--- config.mk ---
export PLATFORM = sky130hd
export DESIGN_NAME = hpdcache_ram_1rw_port
export DESIGN_NICKNAME = d
export VERILOG_FILES = /design/src/rtl/hpdcache_ram_1rw_port.sv
export SDC_FILE = /design/constraint.sdc
export NUM_CORES = 1
export LEC_CHECK = 0
export ABC_AREA = 1
export BUFFER_PORTS_ARGS = -buffer_cell sky130_fd_sc_hd__buf_2
export CAP_MARGIN = 20
export CORE_AREA = 2 2 157 159
export DETAILED_ROUTE_END_ITERATION = 10
export DIE_AREA = 0 0 159 161
export PLACE_DENSITY = 0.58
export SETUP_SLACK_MARGIN = 0.02
export SLEW_MARGIN = 25
export SYNTH_ARGS = -nofsm -noshare
export SYNTH_HDL_FRONTEND = slang
export SYNTH_SLANG_ARGS = --single-unit
--- constraint.sdc ---
create_clock -name clk -period 4.1 [get_ports clk]
set_clock_uncertainty 0.05 [all_clocks]
set_input_delay 0 -clock clk [delete_from_list [all_inputs] [get_ports clk]]
set_output_delay 0 -clock clk [all_outputs]
set_load 0.01 [all_outputs]
--- src/rtl/hpdcache_ram_1rw_port.sv ---
`default_nettype none
// ============================================================================
// Module   : hpdcache_ram_1rw_port
// Brief    : Request/response front-end for a 1RW masked-write SRAM with an
//            optional zero-fill sequence after reset and a 2-entry read FIFO.
// Revision : 1.0
// ============================================================================
module hpdcache_ram_1rw_port #(
  parameter int unsigned ADDR_SIZE     = 6,
  parameter int unsigned DATA_SIZE     = 64,
  parameter int unsigned DEPTH         = 2**ADDR_SIZE,
  parameter bit          INIT_ON_RESET = 1'b1
) (
  input  logic                 clk,
  input  logic                 rst,

  input  logic                 req_valid_i,
  output logic                 req_ready_o,
  input  logic                 req_we_i,
  input  logic [ADDR_SIZE-1:0] req_addr_i,
  input  logic [DATA_SIZE-1:0] req_wdata_i,
  input  logic [DATA_SIZE-1:0] req_wmask_i,

  output logic                 rsp_valid_o,
  input  logic                 rsp_ready_i,
  output logic [DATA_SIZE-1:0] rsp_rdata_o,

  output logic                 init_done_o,

  output logic                 ram_cs_o,
  output logic                 ram_we_o,
  output logic [ADDR_SIZE-1:0] ram_addr_o,
  output logic [DATA_SIZE-1:0] ram_wdata_o,
  output logic [DATA_SIZE-1:0] ram_wmask_o,
  input  logic [DATA_SIZE-1:0] ram_rdata_i
);

  typedef enum logic [0:0] {
    ST_INIT = 1'b0,
    ST_RUN  = 1'b1
  } state_t;

  localparam logic [ADDR_SIZE-1:0] C_LAST_ADDR = ADDR_SIZE'(DEPTH - 1);
  localparam state_t               C_RST_STATE = INIT_ON_RESET ? ST_INIT : ST_RUN;

  state_t                 r_state;
  logic [ADDR_SIZE-1:0]   r_init_cnt;

  logic [DATA_SIZE-1:0]   r_fifo_mem [2];
  logic                   r_wr_ptr;
  logic                   r_rd_ptr;
  logic [1:0]             r_fifo_cnt;
  logic                   r_rd_pending;

  logic                   w_run;
  logic [1:0]             w_occupancy;
  logic                   w_req_ready;
  logic                   w_accept;
  logic                   w_fifo_empty;
  logic                   w_rsp_valid;
  logic                   w_push;
  logic                   w_pop;

  // Control state and init address counter
  always_ff @(posedge clk) begin
    if (rst) begin
      r_state    <= C_RST_STATE;
      r_init_cnt <= '0;
    end else if (r_state == ST_INIT) begin
      r_init_cnt <= r_init_cnt + ADDR_SIZE'(1);
      if (r_init_cnt == C_LAST_ADDR) begin
        r_state <= ST_RUN;
      end
    end
  end

  // Registers may hold stale values during the first reset cycle, so gate with rst
  assign w_run        = !rst && (r_state == ST_RUN);
  assign w_occupancy  = r_fifo_cnt + {1'b0, r_rd_pending};
  assign w_req_ready  = w_run && (w_occupancy < 2'd2);
  assign w_accept     = req_valid_i && w_req_ready;

  assign w_fifo_empty = (r_fifo_cnt == 2'd0);
  assign w_rsp_valid  = !rst && (r_rd_pending || !w_fifo_empty);
  assign w_push       = !rst && r_rd_pending && (!w_fifo_empty || !rsp_ready_i);
  assign w_pop        = w_rsp_valid && rsp_ready_i && !w_fifo_empty;

  always_ff @(posedge clk) begin
    if (rst) begin
      r_rd_pending <= 1'b0;
      r_fifo_cnt   <= 2'd0;
      r_wr_ptr     <= 1'b0;
      r_rd_ptr     <= 1'b0;
    end else begin
      r_rd_pending <= w_accept && !req_we_i;
      if (w_push) begin
        r_wr_ptr <= ~r_wr_ptr;
      end
      if (w_pop) begin
        r_rd_ptr <= ~r_rd_ptr;
      end
      case ({w_push, w_pop})
        2'b10:   r_fifo_cnt <= r_fifo_cnt + 2'd1;
        2'b01:   r_fifo_cnt <= r_fifo_cnt - 2'd1;
        default: r_fifo_cnt <= r_fifo_cnt;
      endcase
    end
  end

  always_ff @(posedge clk) begin
    if (w_push) begin
      r_fifo_mem[r_wr_ptr] <= ram_rdata_i;
    end
  end

  // Empty FIFO lets the SRAM read data fall straight through to the response
  assign rsp_valid_o = w_rsp_valid;
  assign rsp_rdata_o = w_fifo_empty ? ram_rdata_i : r_fifo_mem[r_rd_ptr];
  assign req_ready_o = w_req_ready;
  assign init_done_o = w_run;

  always_comb begin
    ram_cs_o    = 1'b0;
    ram_we_o    = req_we_i;
    ram_addr_o  = req_addr_i;
    ram_wdata_o = req_wdata_i;
    ram_wmask_o = req_wmask_i;
    if (!rst) begin
      if (r_state == ST_INIT) begin
        ram_cs_o    = 1'b1;
        ram_we_o    = 1'b1;
        ram_addr_o  = r_init_cnt;
        ram_wdata_o = '0;
        ram_wmask_o = '1;
      end else begin
        ram_cs_o    = w_accept;
      end
    end
  end

endmodule
`default_nettype wire

Word-level counts from Yosys, hierarchy flattened
Memories as Yosys holds them, arrays and structs flattened. A register that Yosys moved wholly into a read port is not among the register bits. Cells that the tools add are included.

Memory bits (writable): 128. Logic and storage cells: 52. Output and inout port bits: 203. Memories: 1. Input port bits: 203. Flip-flop bits (word level): 12.

Memory list: r_fifo_mem (depth 2, bits a word 64, rd ports 1, clocked after memory_dff 1, write ports 1, line 49) `logic [DATA_SIZE-1:0] r_fifo_mem [2];`.

Equal/unequal tests: 3. Bitwise logic cells: 2. Reductions and logical operators: 17. Mux-type cells: 18. Add/sub/neg operators: 4. Magnitude comparators: 1.

Operators by type and width (number): 64-bit two-way mux (5); 6-bit two-way mux (2); 1-bit two-way mux (10); 1-bit logical AND (9); 6-bit by 1-bit adder with 6-bit output, second input constant (1); 6-bit equality test, second input constant (1); 1-bit logical NOT (4); 2-bit one-hot mux with 2 select lines (1); 2-bit by 1-bit adder with 2-bit output (1); 2-bit by 1-bit adder with 2-bit output, second input constant (1); 2-bit by 1-bit equality test with 1-bit output, second input constant (1); 2-bit equality test, second input constant (1); 2-bit logical NOT (1); 1-bit logical OR (2); 2-bit < comparator, second input constant (1); 1-bit inverter (2); 2-bit nonzero test (1); 2-bit by 1-bit subtractor with 2-bit output, second input constant (1).

Logic depth before layout (Yosys ltp)
Gate-level depths: netlist of the first run.

Word-level depth: 8. Depth in mapped cells: 10. Mapped depth without buffers: 9.

Worst setup path after synthesis of the first run
OpenSTA, ideal clock, no wires.

Path type: register to register. From: reg r_fifo_cnt[1]. To: mem r_fifo_mem[0][0], enable pin. Cell stages (with the launch flop): 6. Required time: 3.564 ns. Arrival time: 3.451 ns. Library setup time: 0.486 ns. Buffers on the path: 1. Path slack: 0.113 ns. Period minus slack after synthesis: 3.987 ns. Cell sequence: dfxtp_1 > nor2_2 > buf_4 > nand2_1 > nand2_1 > nor2_1.

Cells in the longest elaborated chain, start to end: 6.

RTL lines: start: declaration (line 52) `logic [1:0] r_fifo_cnt;`; start signal: assignment (line 103) `2'b10: r_fifo_cnt <= r_fifo_cnt + 2'd1;`; start signal: assignment (line 104) `2'b01: r_fifo_cnt <= r_fifo_cnt - 2'd1;`; start signal: assignment (line 105) `default: r_fifo_cnt <= r_fifo_cnt;`; 2-bit logical NOT (line 83) `assign w_fifo_empty = (r_fifo_cnt == 2'd0);`; 1-bit logical NOT (line 85) `assign w_push = !rst && r_rd_pending && (!w_fifo_empty || !rsp_ready_i);`; 1-bit logical OR (line 85); 1-bit logical AND (line 85); 1-bit two-way mux (line 111) `if (w_push) begin`; 1-bit two-way mux (implied by the code) (line 112) `r_fifo_mem[r_wr_ptr] <= ram_rdata_i;`; end: declaration (line 49).

No other way between the ends.

Final worst setup path of the first run
From: reg r_fifo_cnt[1]. To: out rsp_rdata_o[19].

Cells in the longest elaborated chain, start to end: 2.

RTL lines: 2-bit logical NOT (line 83); 64-bit two-way mux (line 118) `assign rsp_rdata_o = w_fifo_empty ? ram_rdata_i : r_fifo_mem[r_rd_ptr];`; end: declaration (line 26) `output logic [DATA_SIZE-1:0] rsp_rdata_o,`.

No other way between the ends.

==> impl_results.md, run 1 <==
* CTS H-Tree Depth at 4
* Pins Over Slew Limit at 0
* Initial Utilization at between 20% and 30%
* Filler cells at 2427
* Post-synthesis compound-gate area fraction at 10.2%
* Setup violations, final at 0
* Worst slew margin at 48.4%
* #FFs+latches synth at 141
* Worst Path Required at 4.05 ns
* Area of the core at 24000 sq um
* DP Wirelength at 19000 microns
* Worst setup SP type: register
* Area growth, synth to finish at 52.3%
* Syn nets at 1000
* CP max FO at 90
* Register area share after synthesis at 58.7%
* IO Pins at 406
* Rows at 57
* Largest area contributor in the netlist: edfxtp_1
* CTS Buffer Depth at 2
* Critical path endpoint category: output port
* Via density at 4.25
* Die H at ~160 microns
* Most common cell after layout, fill and taps aside: buf_2
* IO Port Bufs at slightly above 400
* Post-synthesis cell area at 6990 sq um
* Nets@finish at 1456
* GR Overflow Total at 0
* Vias in the first global route at 6620
* Synth area leaders: edfxtp_1 (55%), o21ai_0 (9.4%), nand2_1 (8.9%)
* Worst-path cell chain: nor2_4 > buf_4 > buf_4 > o21ai_0 > buf_2
* Clock sinks at 141
* Synth Area in Adders at 0.358%
* Cts bufs inserted at 17
* Routed len/inst at 15.7 microns
* Cell family with most CP delay: buffers and inverters
* Max frequency at 415 MHz
* Slowest Stage Delay on Critical Path at 0.66 ns
* Remaining antenna violation count at 0
* CP most frequent cell: buf_4
* Fin crit period at 2.41 ns
* Chip Width at 159 microns
* Crit path buf inv count at 3
* Worst-path clk slew at ~0.06 ns
* Share of cells above drive strength 1 at 39.7%
* Max cap viols at 0
* # Post-CTS Setup Buffers at 0
* Yosys cell types at 21
* CTS root buf: clkbuf_16
* WP data arrival at roughly 2.4 ns
* Final Hold Vio Count at 0
* Cts hold-fix bufs at 69
* Tcrit/Tclk final at a little under 60%
* VDD IR max at 0.243 mV
* Mean post-synth cell area at roughly 9 sq um
* Routed WL at 25000 microns
* Worst path slowest cell: buf_4
* P per Cell Area at 346 nW/um^2
* RSZ-0062 raised after global routing: no
* DRC viols at 0
* Worst slew pin tran at 0.774 ns
* Ys Warns at 0
* Total GRT Usage at 19.0%
* Number of gates resized after cts at 0
* Via count at 6760
* Antenna violations before repair at 4
* Hold Crit Class: input port to output port
* TritonCTS clock tree: built
* Most frequent cells in the layout: buf_2 (405), nand2_1 (165), inv_1 (142)
* Critical Setup Path Class: register to output port
* Detailed Route Iter0 Violations at 383
* Global-route wire length before repair at 37600 microns
* Post-Synth XOR/XNOR Area at 0%
* Mux cell area share after synthesis at 0%
* Setup TNS Final at 0 ns
* Status: finished clean
* Total Die Area at 25600 sq um
* Pwr Total at 0.00369 W
* Main combinational cell family by area after synthesis: simple AND/OR/NAND/NOR gates
* Clock Latency Late Sink at between 0.4 and 0.5 ns
* Post-synthesis instance total at 795
* Simple-gate share of the synthesized area at 19.8%
* Post-synth top area share at a little over half
* First-pass DRT Iterations at 4
* Static Leak at a little over 5 nW
* Pin count of the biggest net entering global routing at about 130
* Placer congestion estimate at between 0.9 and 1
## state kept, by name, summed over array words and instances (netlist names), named ones only
signal / flops
r_wr_ptr: 1
r_init_cnt: 6
r_rd_pending: 1
r_fifo_mem: 128
r_state: 1
r_fifo_cnt: 2
r_rd_ptr: 1
## through the flow
step                      std cells  hold slack [ns]  area [sq um]  worst slack (ns)  util (%)
final                          1590            0.211         10600              1.69      44.4
after floorplan                 795           0.0119          6990             0.113         -
after global routing           1587            0.218         10600              1.45      44.4
after global placement         1486            0.156          9280              1.98      38.7
after CTS                      1586            0.213         10600              1.57      44.3
after detailed placement       1486            0.159          9280              1.98      38.7
## worst reg2reg max path: stages (launching register included)
cell	delay [ns]
dfxtp_1	0.45
nor2_4	0.06
nand2_1	0.10
nand3_1	0.11
inv_2	0.54
buf_4	0.44
## Yosys cell counts
| cell | instances |
|---|---|
| nand2_1 | 165 |
| inv_1 | 143 |
| o21ai_0 | 132 |
| edfxtp_1 | 128 |
| nor2_1 | 80 |
| or2_2 | 53 |
| clkbuf_1 | 20 |
| buf_2 | 16 |
| dfxtp_1 | 13 |
| or2_1 | 13 |
| a21oi_1 | 6 |
| nand3_1 | 6 |
| buf_4 | 4 |
| o21ai_1 | 4 |
| buf_6 | 3 |
| ha_1 | 2 |
| inv_2 | 2 |
| nand4_1 | 2 |
| buf_1 | 1 |
| nor2_2 | 1 |
| nor3_1 | 1 |
## report_power, final
| part | internal, W | switching [W] |
|---|---|---|
| Sequential | 0.00157 | 0.00000236 |
| Combinational | 0.000228 | 0.000234 |
| Clock | 0.00108 | 0.000577 |
| Total | 0.00287 | 0.000813 |
## area by class of cell
| class | count | area [sq um] | share of cell area, % |
|---|---|---|---|
| Clock buffer | 17 | 425 | 4.00 |
| Tap cell | 324 | 405 | 3.81 |
| Clock inverter | 14 | 215 | 2.02 |
| Inverter | 145 | 549 | 5.16 |
| Timing Repair Buffer | 481 | 2800 | 26.3 |
| Sequential cell | 141 | 4110 | 38.6 |
| Multi-Input combinational cell | 465 | 2130 | 20.0 |
| Antenna cell | 3 | 7.51 | 0.0705 |
## cell families after synthesis
logic type      Yosys count
fa+ha+maj                 2
simple gates            321
flops                   141
compound gates          142
buf+inv                 189
## routing by layer
layer | GRT usage, % | vias up | wire length (microns)
met1 | 24.5 | 3077 | 10800
met4 | 4.30 | 4 | 333
met5 | 0 | - | 26
met3 | 6.57 | 27 | 2140
li1 | - | 3419 | -
met2 | 31.1 | 233 | 11600
## final timing paths
kind / startpoint / to / slack, ns / depth (start not counted)
min reg2reg: r_state / r_init_cnt[0] / 0.44 / 1
max reg2reg: r_fifo_cnt[1] / r_fifo_mem[1][57] / 2.02 / 5
min: req_wmask_i[51] / ram_wmask_o[51] / 0.21 / 3
max: r_fifo_cnt[1] / rsp_rdata_o[19] / 1.69 / 5
No activity file was read; power rests on OpenSTA's default activity.
==> run 2, diff against run 1 <==
- clock period: 4.1 -> 2.2 ns (I/O delays scaled with it)
==> impl_results.md, run 2 (same netlist as run 1, synthesis figures left out) <==
* Max frequency at 509 MHz
* CTS H-Tree Depth at 4
* Status: finished clean
* Fin crit period at between 1.5 and 2 ns
* Share of cells above drive strength 1 at 40.1%
* Remaining antenna violation count at 0
* Nets@finish at 1461
* Regs by FF count: r_fifo_mem: 128 flops, r_init_cnt: 6 flops, r_fifo_cnt: 2 flops
* P per Cell Area at between 600 and 700 nW/um^2
* Slowest Stage Delay on Critical Path at 0.53 ns
* Setup violations, final at 0
* GR Overflow Total at 0
* Pin count of the biggest net entering global routing at 130
* Largest reg by FF count: r_fifo_mem
* CTS root buf: clkbuf_16
* Via density at 4.26
* Rows at 57
* Worst slew pin tran at approximately 0.48 ns
* Critical path endpoint category: output port
* IO Pins at 406
* Max cap viols at 0
* Hold Crit Class: input port to output port
* RSZ-0062 raised after global routing: no
* Total Die Area at ~26000 sq um
* CP most frequent cell: buf_2
* TritonCTS clock tree: built
* Worst Path Required at between 2 and 2.5 ns
* Static Leak at 5.14 nW
* Dpl cells at approximately 1500
* Setup TNS Final at 0 ns
* Via count at ~7000
* Worst hold slack at approximately 0.22 ns
* Worst-path cell chain: dlygate4sd3_1 > buf_2 > inv_2 > nand2_2 > inv_6 > buf_12 > buf_4 > nor2_1 > buf_2
* Final Non-Filler Cells at 1597
* Pins Over Slew Limit at 0
* IO Port Bufs at 405
* Most frequent cells in the layout: buf_2 (405), nand2_1 (164), inv_1 (142)
* Vias in the first global route at approximately 6500
* First-pass DRT Iterations at 5
* Die H at roughly 160 microns
* Area of the core at 24000 sq um
* CP max FO at just under 60
* Routed len/inst at 15.8 microns
* DP Wirelength at 18800 microns
* Initial Utilization at between 20% and 30%
* Chip Width at 159 microns
* Worst setup SP type: input port
* Routed WL at 25200 microns
* Placer congestion estimate at 0.862
* Cts bufs inserted at 17
* Antenna violations before repair at 7
* WP data arrival at 1.92 ns
* Total GRT Usage at 19.2%
* Detailed Route Iter0 Violations at 323
* Worst slew margin at 68.0%
* Tcrit/Tclk final at between 80% and 90%
* Clock sinks at 141
* Area growth, synth to finish at 52.1%
* Filler cells at 2372
* Final Hold Vio Count at 0
* Clock Latency Late Sink at 0.41 ns
* CTS Buffer Depth at 2
* Critical Setup Path Class: input port to output port
* Max FFs per register at around 130
* Global-route wire length before repair at 37200 microns
* Worst path slowest cell: dlygate4sd3_1
* VDD IR max at between 0.4 and 0.5 mV
* Most common cell after layout, fill and taps aside: buf_2
* DRC viols at 0
-- run 2: cell count changes in the layout (fill, tap and decap cells not counted), sizes merged, moves of 3 or more --
cell,change
clkinv,+4
inv,-3
buf,+5
bufinv,-4
diode,+3
-- run 2: repair_timing --
item | 4_1_cts | 5_1_grt
hold endpoints to repair | 141 | 0
endpoints found under the setup margin | 0 | 68
resized for setup | 0 | 2
hold buffers | 69 | 0
buffers inserted | 0 | 0
-- run 2: layout make-up --
cell class,instances,area (sq um),share of cell area [%]
Clock buffer,18,429,4.03
Antenna cell,6,15.0,0.141
Multi-Input combinational cell,465,2140,20.1
Timing Repair Buffer,486,2880,27.1
Clock inverter,12,101,0.953
Inverter,145,553,5.20
Tap cell,324,405,3.81
Sequential cell,141,4110,38.6
-- run 2: metal layers --
metal	wire (microns)	vias to the layer above	GRT usage, %
li1	-	3426	-
met1	11200	3055	24.5
met2	11900	276	31.4
met3	1700	39	5.39
met4	444	2	6.82
met5	11	-	0
-- run 2: final timing paths --
check	start	endpoint	slack, ns	cells after the start
hold / removal	req_wmask_i[57]	ram_wmask_o[57]	0.22	3
hold reg to reg	r_state	r_init_cnt[0]	0.44	1
setup / recovery	rst	ram_wdata_o[47]	0.23	9
setup reg to reg	r_state	r_rd_pending	0.39	7
-- run 2: report_power, final --
group	leakage [nW]	switching, W	internal (W)
logic	3.62	0.000442	0.000436
clock network	0.263	0.00107	0.00153
registers	1.26	0.00000478	0.00292
total	5.14	0.00152	0.00489
-- run 2: metrics by stage --
| step | setup slack, ns | total power [W] | area [sq um] | utilization, % |
|---|---|---|---|---|
| 2_1_floorplan | -0.00332 | 0.00330 | 7010 | - |
| 3_3_place_gp | 0.605 | 0.00376 | 9400 | 39.2 |
| 3_5_place_dp | 0.582 | 0.00376 | 9400 | 39.2 |
| 4_1_cts | 0.0626 | 0.00646 | 10600 | 44.3 |
| 5_1_grt | 0.0810 | 0.00664 | 10600 | 44.4 |
| 6_report | 0.235 | 0.00640 | 10600 | 44.4 |
-- run 2: critical path, delay by kind of cell --
| family | cells | cell delay [ns] |
|---|---|---|
| and+or+nand+nor | 2 | 0.24 |
| buffers and inverters | 7 | 1.64 |
